File: src/rtl/prog_loader_pkg.sv
// prog_loader_pkg: FSM states, header field layout and magic values shared by the loader and its bench.
package prog_loader_pkg;

    typedef enum logic [2:0] {HDR, ADDR, DATA, CSUM, DONE, ERR} state_t;

    localparam logic [7:0] MAGIC_DATA = 8'hA5;
    localparam logic [7:0] MAGIC_TERM = 8'h5A;

    localparam int HDR_MAGIC_HI = 31;
    localparam int HDR_MAGIC_LO = 24;
    localparam int HDR_TGT      = 23;
    localparam int HDR_RSV_HI   = 22;
    localparam int HDR_RSV_LO   = 16;
    localparam int HDR_CNT_HI   = 15;

    localparam logic TGT_IMEM = 1'b0;
    localparam logic TGT_DMEM = 1'b1;

    function automatic logic hdr_valid(input logic [31:0] w);
        return w[HDR_RSV_HI:HDR_RSV_LO] == '0 &&
               (w[HDR_MAGIC_HI:HDR_MAGIC_LO] == MAGIC_DATA || w[HDR_MAGIC_HI:HDR_MAGIC_LO] == MAGIC_TERM);
    endfunction

endpackage

File: src/rtl/prog_loader_if.sv
// prog_loader_if: word stream in, IMEM/DMEM write ports and core-reset status out.
interface prog_loader_if #(
    parameter int IMEM_DEPTH = 256,
    parameter int DMEM_DEPTH = 256
);
    localparam int IAW = $clog2(IMEM_DEPTH);
    localparam int DAW = $clog2(DMEM_DEPTH);

    logic           s_valid;
    logic           s_ready;
    logic [31:0]    s_data;
    logic           imem_we;
    logic [IAW-1:0] imem_addr;
    logic           dmem_we;
    logic [DAW-1:0] dmem_addr;
    logic [31:0]    mem_wdata;
    logic           core_rst;
    logic           load_done;
    logic           load_err;

    modport master (
        output s_valid, s_data,
        input  s_ready, imem_we, imem_addr, dmem_we, dmem_addr, mem_wdata, core_rst, load_done, load_err
    );

    modport slave (
        input  s_valid, s_data,
        output s_ready, imem_we, imem_addr, dmem_we, dmem_addr, mem_wdata, core_rst, load_done, load_err
    );
endinterface

File: src/rtl/prog_loader.sv
// prog_loader: boot loader writing framed records into IMEM/DMEM, holding the core in reset until a terminator.
// Define PROG_LOADER_CSUM_EN to require a trailing XOR checksum word on every data frame.
module prog_loader
    import prog_loader_pkg::*;
#(
    parameter int IMEM_DEPTH = 256,
    parameter int DMEM_DEPTH = 256
) (
    input  logic         clk,
    input  logic         rst_n,
    prog_loader_if.slave bus
);
    localparam int IAW = $clog2(IMEM_DEPTH);
    localparam int DAW = $clog2(DMEM_DEPTH);
    localparam int AW  = IAW > DAW ? IAW : DAW;
    localparam logic [16:0] IMEM_LIM = 17'(IMEM_DEPTH);
    localparam logic [16:0] DMEM_LIM = 17'(DMEM_DEPTH);
`ifdef PROG_LOADER_CSUM_EN
    localparam state_t FRAME_END = CSUM;
`else
    localparam state_t FRAME_END = HDR;
`endif

    state_t        state, state_nxt;
    logic          armed;
    logic          tgt;
    logic [15:0]   cnt;
    logic [AW-1:0] addr;
    logic          hs;
    logic          base_ok;
`ifdef PROG_LOADER_CSUM_EN
    logic [31:0]   xacc;
`endif

    assign hs = bus.s_valid & bus.s_ready;
    // Base must fit in 16 bits and the whole frame must end at or before the target depth.
    assign base_ok = bus.s_data[31:16] == '0 &&
                     ({1'b0, bus.s_data[15:0]} + {1'b0, cnt}) <= (tgt == TGT_DMEM ? DMEM_LIM : IMEM_LIM);

    // State register.
    always_ff @(posedge clk) begin
        if (rst_n) state <= HDR;
        else       state <= state_nxt;
    end

    // Next-state: only a handshake can move the FSM; DONE and ERR never accept words.
    always_comb begin
        state_nxt = state;
        if (hs)
            case (state)
                HDR:  state_nxt = !hdr_valid(bus.s_data) ? ERR :
                                  bus.s_data[HDR_MAGIC_HI:HDR_MAGIC_LO] == MAGIC_TERM ? DONE : ADDR;
                ADDR: state_nxt = !base_ok ? ERR : cnt == '0 ? FRAME_END : DATA;
                DATA: state_nxt = cnt == 16'd1 ? FRAME_END : DATA;
`ifdef PROG_LOADER_CSUM_EN
                CSUM: state_nxt = bus.s_data == xacc ? HDR : ERR;
`endif
                default: state_nxt = state;
            endcase
    end

    // Status outputs; armed keeps s_ready low for the first cycle out of reset.
    always_comb begin
        bus.s_ready   = armed && (state == HDR || state == ADDR || state == DATA || state == CSUM);
        bus.core_rst  = state != DONE;
        bus.load_done = state == DONE;
        bus.load_err  = state == ERR;
    end

    // Frame bookkeeping and registered memory write port.
    always_ff @(posedge clk) begin
        if (rst_n) begin
            armed         <= 1'b0;
            tgt           <= TGT_IMEM;
            cnt           <= '0;
            addr          <= '0;
            bus.imem_we   <= 1'b0;
            bus.dmem_we   <= 1'b0;
            bus.imem_addr <= '0;
            bus.dmem_addr <= '0;
            bus.mem_wdata <= '0;
        end else begin
            armed       <= 1'b1;
            bus.imem_we <= hs && state == DATA && tgt == TGT_IMEM;
            bus.dmem_we <= hs && state == DATA && tgt == TGT_DMEM;
            if (hs && state == HDR) begin
                tgt <= bus.s_data[HDR_TGT];
                cnt <= bus.s_data[HDR_CNT_HI:0];
            end
            if (hs && state == ADDR) addr <= bus.s_data[AW-1:0];
            if (hs && state == DATA) begin
                cnt           <= cnt - 16'd1;
                addr          <= addr + AW'(1);
                bus.mem_wdata <= bus.s_data;
                if (tgt == TGT_DMEM) bus.dmem_addr <= addr[DAW-1:0];
                else                 bus.imem_addr <= addr[IAW-1:0];
            end
        end
    end

`ifdef PROG_LOADER_CSUM_EN
    // Running XOR of the current frame's data words.
    always_ff @(posedge clk) begin
        if (rst_n)                   xacc <= '0;
        else if (hs && state == HDR)  xacc <= '0;
        else if (hs && state == DATA) xacc <= xacc ^ bus.s_data;
    end
`endif

endmodule

File: src/flat_wrapper.sv
// flat-port wrapper written by rule: the top's interface ports become plain ports
module prog_loader_flat import prog_loader_pkg::*;
#(
    parameter int IMEM_DEPTH = 256,
    parameter int DMEM_DEPTH = 256
)
  (clk, rst_n, bus_s_valid, bus_s_data, bus_s_ready, bus_imem_we, bus_imem_addr, bus_dmem_we, bus_dmem_addr, bus_mem_wdata, bus_core_rst, bus_load_done, bus_load_err);
  prog_loader_if #(.IMEM_DEPTH(IMEM_DEPTH), .DMEM_DEPTH(DMEM_DEPTH)) bus_i ();
  input  logic clk;
  input  logic rst_n;
  input wire logic [$bits(bus_i.s_valid)-1:0] bus_s_valid;
  input wire logic [$bits(bus_i.s_data)-1:0] bus_s_data;
  output wire logic [$bits(bus_i.s_ready)-1:0] bus_s_ready;
  output wire logic [$bits(bus_i.imem_we)-1:0] bus_imem_we;
  output wire logic [$bits(bus_i.imem_addr)-1:0] bus_imem_addr;
  output wire logic [$bits(bus_i.dmem_we)-1:0] bus_dmem_we;
  output wire logic [$bits(bus_i.dmem_addr)-1:0] bus_dmem_addr;
  output wire logic [$bits(bus_i.mem_wdata)-1:0] bus_mem_wdata;
  output wire logic [$bits(bus_i.core_rst)-1:0] bus_core_rst;
  output wire logic [$bits(bus_i.load_done)-1:0] bus_load_done;
  output wire logic [$bits(bus_i.load_err)-1:0] bus_load_err;
  assign bus_i.s_valid = bus_s_valid;
  assign bus_i.s_data = bus_s_data;
  assign bus_s_ready = bus_i.s_ready;
  assign bus_imem_we = bus_i.imem_we;
  assign bus_imem_addr = bus_i.imem_addr;
  assign bus_dmem_we = bus_i.dmem_we;
  assign bus_dmem_addr = bus_i.dmem_addr;
  assign bus_mem_wdata = bus_i.mem_wdata;
  assign bus_core_rst = bus_i.core_rst;
  assign bus_load_done = bus_i.load_done;
  assign bus_load_err = bus_i.load_err;
  prog_loader #(.IMEM_DEPTH(IMEM_DEPTH), .DMEM_DEPTH(DMEM_DEPTH)) u_core (.clk(clk), .rst_n(rst_n), .bus(bus_i));
endmodule
File: config.mk
export PLATFORM = sky130hd
export DESIGN_NAME = prog_loader_flat
export DESIGN_NICKNAME = d
export VERILOG_FILES = /design/src/rtl/prog_loader_pkg.sv /design/src/rtl/prog_loader_if.sv /design/src/rtl/prog_loader.sv /design/src/flat_wrapper.sv
export SDC_FILE = /design/constraint.sdc
export NUM_CORES = 1
export LEC_CHECK = 0
export BUFFER_PORTS_ARGS = -buffer_cell sky130_fd_sc_hd__buf_2
export CORE_ASPECT_RATIO = 1.1
export CORE_UTILIZATION = 59
export DETAILED_ROUTE_END_ITERATION = 16
export GPL_TIMING_DRIVEN = 0
export PLACE_DENSITY = 0.86
export SLEW_MARGIN = 20
export SYNTH_ARGS = -nofsm -noshare
export SYNTH_HDL_FRONTEND = slang
export SYNTH_SLANG_ARGS = --single-unit
File: constraint.sdc
create_clock -name clk -period 7 [get_ports clk]
set_input_delay 1.4 -clock clk [delete_from_list [all_inputs] [get_ports clk]]
set_output_delay 1.4 -clock clk [all_outputs]
set_load 0.005 [all_outputs]
# [Word level (Yosys, flattened, before mapping)]
# Cells that the tools add are included.
[totals] register_bits=79 in_bits=35 output_inout_bits=54 word_cells=58
[op_classes] n_addsub=3 order_cmp=1 eq_ne=9 mux=11 bitwise=2 reduce_logical=22
[op_table] operator="logical NOT 16 bit" count=2
[op_table] operator="two-way mux 16 bit" count=2
[op_table] operator="adder 16 x 16 -> 17 bit" count=1
[op_table] operator="less-or-equal comparator 17 x 9 -> 1 bit, second input constant" count=1
[op_table] operator="== test 16 x 1 -> 1 bit, second input constant" count=1
[op_table] operator="two-way mux 8 bit" count=2
[op_table] operator="subtractor 16 x 1 -> 16 bit, second input constant" count=1
[op_table] operator="two-way mux 3 bit" count=3
[op_table] operator="one-hot mux 3 bit (3 select lines)" count=1
[op_table] operator="adder 8 x 1 -> 8 bit, second input constant" count=1
[op_table] operator="== test 8 x 7 -> 1 bit, second input constant" count=1
[op_table] operator="== test 8 bit, second input constant" count=1
[op_table] operator="logical AND 1 bit" count=8
[op_table] operator="logical NOT 7 bit" count=1
[op_table] operator="== test 3 x 2 -> 1 bit, second input constant" count=2
[op_table] operator="== test 3 bit, second input constant" count=2
[op_table] operator="AND reduction 2 bit" count=3
[op_table] operator="logical OR 1 bit" count=4
[op_table] operator="two-way mux 2 bit" count=2
[op_table] operator="nonzero test 2 bit" count=2
[op_table] operator="== test 3 x 1 -> 1 bit, second input constant" count=1
[op_table] operator="logical NOT 3 bit" count=1
[op_table] operator="inequality test 3 bit, second input constant" count=1
[op_table] operator="nonzero test 3 bit" count=1
[op_table] operator="other kinds (3)" count=3

# [Logic depth before layout (Yosys ltp)]
# Gate-level depths: netlist (run 1).
[depth] word_depth=9 depth_mapped=9 mapped_depth_nobuf=9

# [Worst setup path after synthesis (run 1)]
# Ideal clock, no wire load.
[synth_timing] kind="input port to flip-flop" from="input bus_s_data[0]" to="register u_core.state[2]" setup_time_ns=0.120 arrival_ns=3.914 required_ns=6.880 setup_slack_ns=2.966 path_stages=9 n_path_buf=0 cell_sequence="ha_1 fa_1 a21o_1 a221o_1 a211oi_4 xnor2_1 a211o_1 or4_4 o31a_1"
[synth_between] elab_chain_len=5
[synth_rtl] item="start: declaration" line_no="flat_wrapper.sv:12" text="input wire logic [$bits(bus_i.s_data)-1:0] bus_s_data;"
[synth_rtl] item="adder 16 x 16 -> 17 bit" line_no="prog_loader.sv:38" text="({1'b0, bus.s_data[15:0]} + {1'b0, cnt}) <= (tgt == TGT_DMEM ? DMEM_LIM : IMEM_LIM);"
[synth_rtl] item="less-or-equal comparator 17 x 9 -> 1 bit (implied by the code)" line_no="prog_loader.sv:38"
[synth_rtl] item="logical AND 1 bit" line_no="prog_loader.sv:37" text="assign base_ok = bus.s_data[31:16] == '0 &&"
[synth_rtl] item="two-way mux 3 bit" line_no="prog_loader.sv:53" text="ADDR: state_nxt = !base_ok ? ERR : cnt == '0 ? FRAME_END : DATA;"
[synth_rtl] item="one-hot mux 3 bit (3 select lines)" line_no="prog_loader.sv:50" text="case (state)"
[synth_rtl] item="end signal: assignment" line_no="prog_loader.sv:43" text="else state <= state_nxt;"
[synth_rtl] item="end: declaration" line_no="prog_loader.sv:24" text="state_t state, state_nxt;"
# No other way between the ends.
# A chain may end at the register's enable or synchronous reset.

# [Worst setup path after layout (run 1)]
# Ends and elaborated chain as after synthesis.

==> flow_summary.toml, run 1 <==
[run_status]
status = "finished, final reports clean"

[final_layout]
multi_input_area_sq_um = 2380
antennaDiodeCount = 0
seqCellArea_sq_um = 1580
stdcell_area_sq_um = 4830
drive_gt1_frac = 0.166
fin_nets = 690
fill_cells = 573
area_delta_synth_final_pct = 17.4

[timing]
finalCriticalPeriod_ns = 4.02
final_hold_viol_count = 0
finalCritPeriodShare = 0.574
fin_ws_ns = 2.98
max_freq_ghz = 0.249
setup_viol = 0
setup_tns_ns = 0
rsz0062_at_grt = "false"
clock_skew_ns = 0.00554
timing_worst_slew_pin_value_ns = 0.760
final_max_slew_viol_count = 0
slew_headroom = 0.489

[power_and_ir_drop]
p_sw_frac = 0.272
internal_power_uw = 666
p_seq_frac = 0.509
p_leak_nw = 1.96
power.net_switching_uw = 249
power_density_nw_per_um2 = 189
power.clock.fraction = 0.351
p_comb_frac = 0.140
ir_drop_mv = 0.127

[critical_path]
critPathRequiredTime_ns = 7.24
path_cells = "buf_2, ha_1, fa_1, a21o_1, a221o_1, a211oi_4, xnor2_1, a211o_1, or4_4, o31a_1"
critPathTopFamily = "compound AO/OA/AOI/OAI gates"
cp.buffers_inverters = 1
critPathArrivalTime_ns = 4.26
crit_fanout = 5
slowest_stage = "or4_4"
crit_path_end_kind = "register"
slowest_delay_ns = 0.55
start_kind = "input port"
path_class = "in2reg"

[global_route]
grt_pass1_vias = 3824
grt_max_degree = 13
grt_overflow_total = 0
grt_use_total = 0.331
antenna_found_initial = 0
grt_pass1_wl_um = 18300

[synth]
synth_edf_count = 0
syn_area_sq_um = 4120
synth_top_family_by_area = "compound AO/OA/AOI/OAI gates"
synth_compound_area_frac = 0.250
synthAdderAreaFrac = 0.0626
synth_nets = 592
ys_seq_area_frac = 0.384
ys_warn_count = 0
synth-simple-area-share = 0.243
synthMuxAreaShare = 0.00730
synth-seq-cells = 79
async_flop_share = 0
synth.distinct_cells = 54
syn-mean-instance-area_sq_um = 7.66
synthXorXnorAreaFrac = 0.0149
synth_flop_cell = "dfxtp_1"
syn_inst = 537

[clock_tree]
htree_num_levels = 3
clk_latency_ns = 0.36
root_buffer = "clkbuf_8"
clock_sinks = 79
cts_made_buffers = 9
cts_setup_buffers = 0
cts_tree = "yes"
ctsResizeCount = 0
ctsHoldBuffers = 0
cts_max_path_buffers = 2
clkTransAtPathRegs_ns = 0.07

[detailed_routing]
drtPass1Iterations = 6
drc = 0
via_per_inst = 6.09
totalWireLength_um = 11500
drt-initial-drc-count = 459
wire_per_inst_um = 16.0
ant_nets = 0
vias = 4389

[flow_run]
maxCapViolations = 0

[place]
pre_cts_ws_ns = 2.63
placed_area_sq_um = 4650
io_buffers = 87
hpwlAfterDp_um = 8570
gp_congestion = 0.883

[floorplanning]
die_x_um = 81.6
rows = 31
io_pins = 89
core-area_sq_um = 6670
start_util = 0.617
dieArea_sq_um = 7310
die_y_um = 89.6

[min_path]
hold_class = "reg2reg"
==> stage by stage <==
stage          utilization  power [mW]  hold slack, ns  instances
6_report             0.724       0.915           0.451        721
5_1_grt              0.724       0.951           0.467        721
4_1_cts              0.724       0.914           0.453        721
3_5_place_dp         0.697       0.600           0.443        706
3_3_place_gp         0.697       0.595           0.439        706
2_1_floorplan            -       0.557           0.453        537
==> flip-flops by register name (all words and copies together), names as in the netlist <==
name and cells:
u_core.bus.mem_wdata 32, u_core.armed 1, u_core.bus.imem_addr 8, u_core.addr 8, u_core.bus.imem_we 1, u_core.bus.dmem_we 1, u_core.cnt 16, u_core.state 3
u_core.bus.dmem_addr 8, u_core.tgt 1
==> metal layers <==
metal	part of all wire	vias up	routed length [um]	global-route usage
met2	0.47	203	5450	0.548
met5	0	-	0	0
met1	0.42	2017	4830	0.422
met4	0.029	0	335	0.139
li1	-	2135	-	-
met3	0.079	34	905	0.0657
==> placed cells by master, fill, tap and decap left out, types with 6 or more instances in the layout <==
master,count
nand2_1,111
buf_2,87
a21oi_1,83
dfxtp_1,79
clkbuf_1,32
nor2_1,32
o21ai_0,24
nand3_1,20
ha_1,19
nor3_1,14
inv_1,12
nor4_1,11
a211oi_1,9
clkbuf_8,9
and3_1,6
xnor2_1,6
==> path summary, 6_finish.rpt <==
| kind | endpoint | cells past startpoint | startpoint | slack [ns] |
|---|---|---|---|---|
| worst min register to register | u_core.bus.dmem_addr[0] | 2 | u_core.bus.dmem_addr[0] | 0.45 |
| worst max register to register | u_core.state[2] | 9 | u_core.cnt[0] | 3.78 |
| worst min-delay path | u_core.bus.dmem_addr[0] | 2 | u_core.bus.dmem_addr[0] | 0.45 |
| worst max-delay path | u_core.state[2] | 10 | bus_s_data[0] | 2.98 |
==> logic make-up after synthesis <==
| logic type | count (synthesis) |
|---|---|
| adders and majority gates | 20 |
| muxes | 3 |
| buffers and inverters | 42 |
| xor gates and xnor gates | 7 |
| DFF | 79 |
| and+or+nand+nor | 221 |
| AOI/OAI and AO/OA | 165 |
==> power groups by stage <==
stage / Clock (mW) / Sequential, mW / Combinational [mW]
floorplan: 0 / 0.473 / 0.0840
global placement: 0 / 0.476 / 0.120
detailed placement: 0 / 0.476 / 0.124
CTS: 0.324 / 0.466 / 0.125
global route: 0.343 / 0.467 / 0.141
finish: 0.322 / 0.466 / 0.128
==> worst reg2reg max path, stage by stage (launching register included) <==
cell and delay, ns:
dfxtp_1 0.38, ha_1 0.24, fa_1 0.43, a21o_1 0.19
a221o_1 0.35, a211oi_4 0.28, xnor2_1 0.10, a211o_1 0.27
or4_4 0.55, o31a_1 0.32
==> layout make-up <==
class	count	share of cell area
Buffer	30	0.0233
Clock buffer	11	0.0272
Clock inverter	4	0.00984
Inverter	12	0.00932
Multi-Input combinational cell	416	0.492
Sequential cell	79	0.327
Tap cell	82	0.0212
Timing Repair Buffer	87	0.0901
==> Yosys cell counts, types with 3 or more instances <==
cell type / n / share of area
a311o_1: 3 / 0.0073
a21o_1: 4 / 0.0073
mux2i_1: 3 / 0.0073
o211ai_1: 5 / 0.0091
inv_1: 12 / 0.011
a221oi_1: 3 / 0.0064
ha_1: 19 / 0.058
nor3_1: 14 / 0.017
clkbuf_1: 30 / 0.027
nor2_1: 32 / 0.029
o31ai_1: 3 / 0.0055
a22oi_1: 4 / 0.0073
a21oi_1: 83 / 0.10
nand3_1: 20 / 0.024
a211oi_1: 9 / 0.016
o31a_1: 3 / 0.0064
nand2_1: 111 / 0.10
nor2b_1: 4 / 0.0061
o311ai_0: 5 / 0.011
nor4_1: 11 / 0.017
xnor2_1: 6 / 0.013
nand2b_1: 4 / 0.0061
dfxtp_1: 79 / 0.38
o21ai_0: 24 / 0.029
nand4_1: 5 / 0.0076
and3_1: 6 / 0.0091
Note: power is estimated with default switching activity, not from simulation.
==> inputs of run 2 (changes only) <==
- CORE_UTILIZATION: 59 -> 49
- PLACE_DENSITY: 0.86 -> 0.76
- clock period: 7 -> 3.28 ns (I/O delays scaled with it)
==> flow_summary.toml, run 2 (synthesis results as in run 1) <==
[run_status]
status = "finished, final reports clean"

[final_layout]
largest_reg_flops = 32
stdcell_area_sq_um = 4960
antennaDiodeCount = 0
area_delta_synth_final_pct = 20.5
drive_gt1_frac = 0.176
mostFrequentLayoutCell = "nand2_1"
final_cell_mix = "111 x nand2_1, 87 x buf_2, 82 x a21oi_1"
fin_nets = 692
reg_top3 = "u_core.bus.mem_wdata (32), u_core.cnt (16)"
regMostFlops = "u_core.bus.mem_wdata"

[timing]
final_max_slew_viol_count = 0
finalCriticalPeriod_ns = 3.25
fin_ws_ns = 0.0348
hold_slack_ns = 0.454
clock_skew_ns = 0.0112
timing_worst_slew_pin_value_ns = 0.772
rsz0062_at_grt = "false"
slew_headroom = 0.481
final_hold_viol_count = 0
finalCritPeriodShare = 0.989
setup_tns_ns = 0
max_freq_ghz = 0.308
setup_viol = 0

[floorplanning]
io_pins = 89
die_y_um = 98.1
core-area_sq_um = 8040
dieArea_sq_um = 8770
rows = 34
start_util = 0.512
die_x_um = 89.4

[min_path]
hold_end = "u_core.bus.mem_wdata[19]"
hold_class = "reg2reg"
hold_start = "u_core.bus.mem_wdata[19]"
whs_path_depth = 2

[global_route]
grt_use_total = 0.281
antenna_found_initial = 0
grt_pass1_wl_um = 19100
grt_max_degree = 14
grt_pass1_vias = 4067
grt_overflow_total = 0

[critical_path]
start_kind = "input port"
path_class = "in2reg"
critPathRequiredTime_ns = 3.53
crit_fanout = 5
critPathArrivalTime_ns = 3.50
crit_path_end_kind = "register"
reg2reg_from = "u_core.cnt[0]"
r2r_cells = 9
reg2reg_slack_ns = 0.05
timing.rr.end = "u_core.state[2]"

[detailed_routing]
drt-initial-drc-count = 351
drtPass1Iterations = 5
drc = 0
wire_per_inst_um = 15.8
via_per_inst = 5.86
ant_nets = 0
vias = 4396
totalWireLength_um = 11800

[clock_tree]
cts_made_buffers = 9
root_buffer = "clkbuf_8"
cts_tree = "yes"
clkTransAtPathRegs_ns = 0.08
htree_num_levels = 3
clk_latency_ns = 0.36
cts_max_path_buffers = 2
clock_sinks = 79

[power_and_ir_drop]
power_density_nw_per_um2 = 431
power.net_switching_uw = 550
internal_power_mw = 1.59
p_sw_frac = 0.258
power.clock.fraction = 0.405
p_seq_frac = 0.466
p_comb_frac = 0.129
ir_drop_mv = 0.245
p_leak_nw = 2.00

[place]
placed_area_sq_um = 4690
gp_congestion = 0.856
io_buffers = 87
pre_cts_ws_ns = -0.343
hpwlAfterDp_um = 8860

[flow_run]
maxCapViolations = 0
## run 2: cell count changes in the layout (fill, tap and decap cells not counted), sizes merged
cell | previous run | this run
clkinv | 2 | 1
inv | 12 | 13
bufinv | 1 | 3
clkinvlp | 1 | 0
buf | 87 | 89
## run 2: metrics by stage
step                       util  power (mW)  std cells
final                     0.617        2.14        750
after global routing      0.617        2.21        750
after CTS                 0.612        2.13        748
after detailed placement  0.583        1.28        732
after global placement    0.583        1.27        732
after floorplan               -        1.19        537
## run 2: power groups by stage
stage	clock network (mW)	logic, mW	registers [mW]
floorplan	0	0.179	1.01
global placement	0	0.258	1.02
detailed placement	0	0.267	1.02
CTS	0.870	0.268	0.994
global route	0.912	0.304	0.998
finish	0.866	0.276	0.995
## run 2: worst max-delay path by stage
stage / start / end / slack (ns) / depth (start not counted)
CTS: bus_s_data[0] / u_core.state[2] / 0.03 / 10
global placement: bus_s_data[0] / u_core.state[2] / -0.31 / 10
finish: bus_s_data[0] / u_core.state[2] / 0.03 / 10
floorplan: bus_s_data[0] / u_core.state[2] / 0.01 / 9
detailed placement: bus_s_data[0] / u_core.state[2] / -0.34 / 10
global route: bus_s_data[0] / u_core.state[2] / 0.002 / 10
## run 2: layer usage
layer | track usage | vias up | wire length, um
li1 | - | 2134 | -
met4 | 0.122 | 0 | 318
met5 | 0 | - | 0
met2 | 0.453 | 174 | 5750
met3 | 0.0541 | 29 | 725
met1 | 0.362 | 2059 | 5040
## run 2: worst max-delay path, cell delays in order
cell and delay (ns):
buf_2 0.15, ha_4 0.18, fa_2 0.38, a21o_1 0.18, a221o_1 0.37, a211oi_4 0.27, xnor2_1 0.12, a211o_1 0.29
or4_4 0.57, o31a_1 0.32
## run 2: layout make-up
type                    instances  area [sq um]
flip-flops and latches         79          1580
clock buffers                  11           131
inverters                      12          45.0
repair buffers                 89           450
plain buffers                  30           113
fillers                       745          3080
multi-input cells             416          2400
clock inverters                 5           104
well taps                     108           135
## run 2: timing repair
item	CTS	global route
buffers inserted	0	2
setup endpoints to repair	0	3
hold buffers	0	0
gates resized for setup	0	4
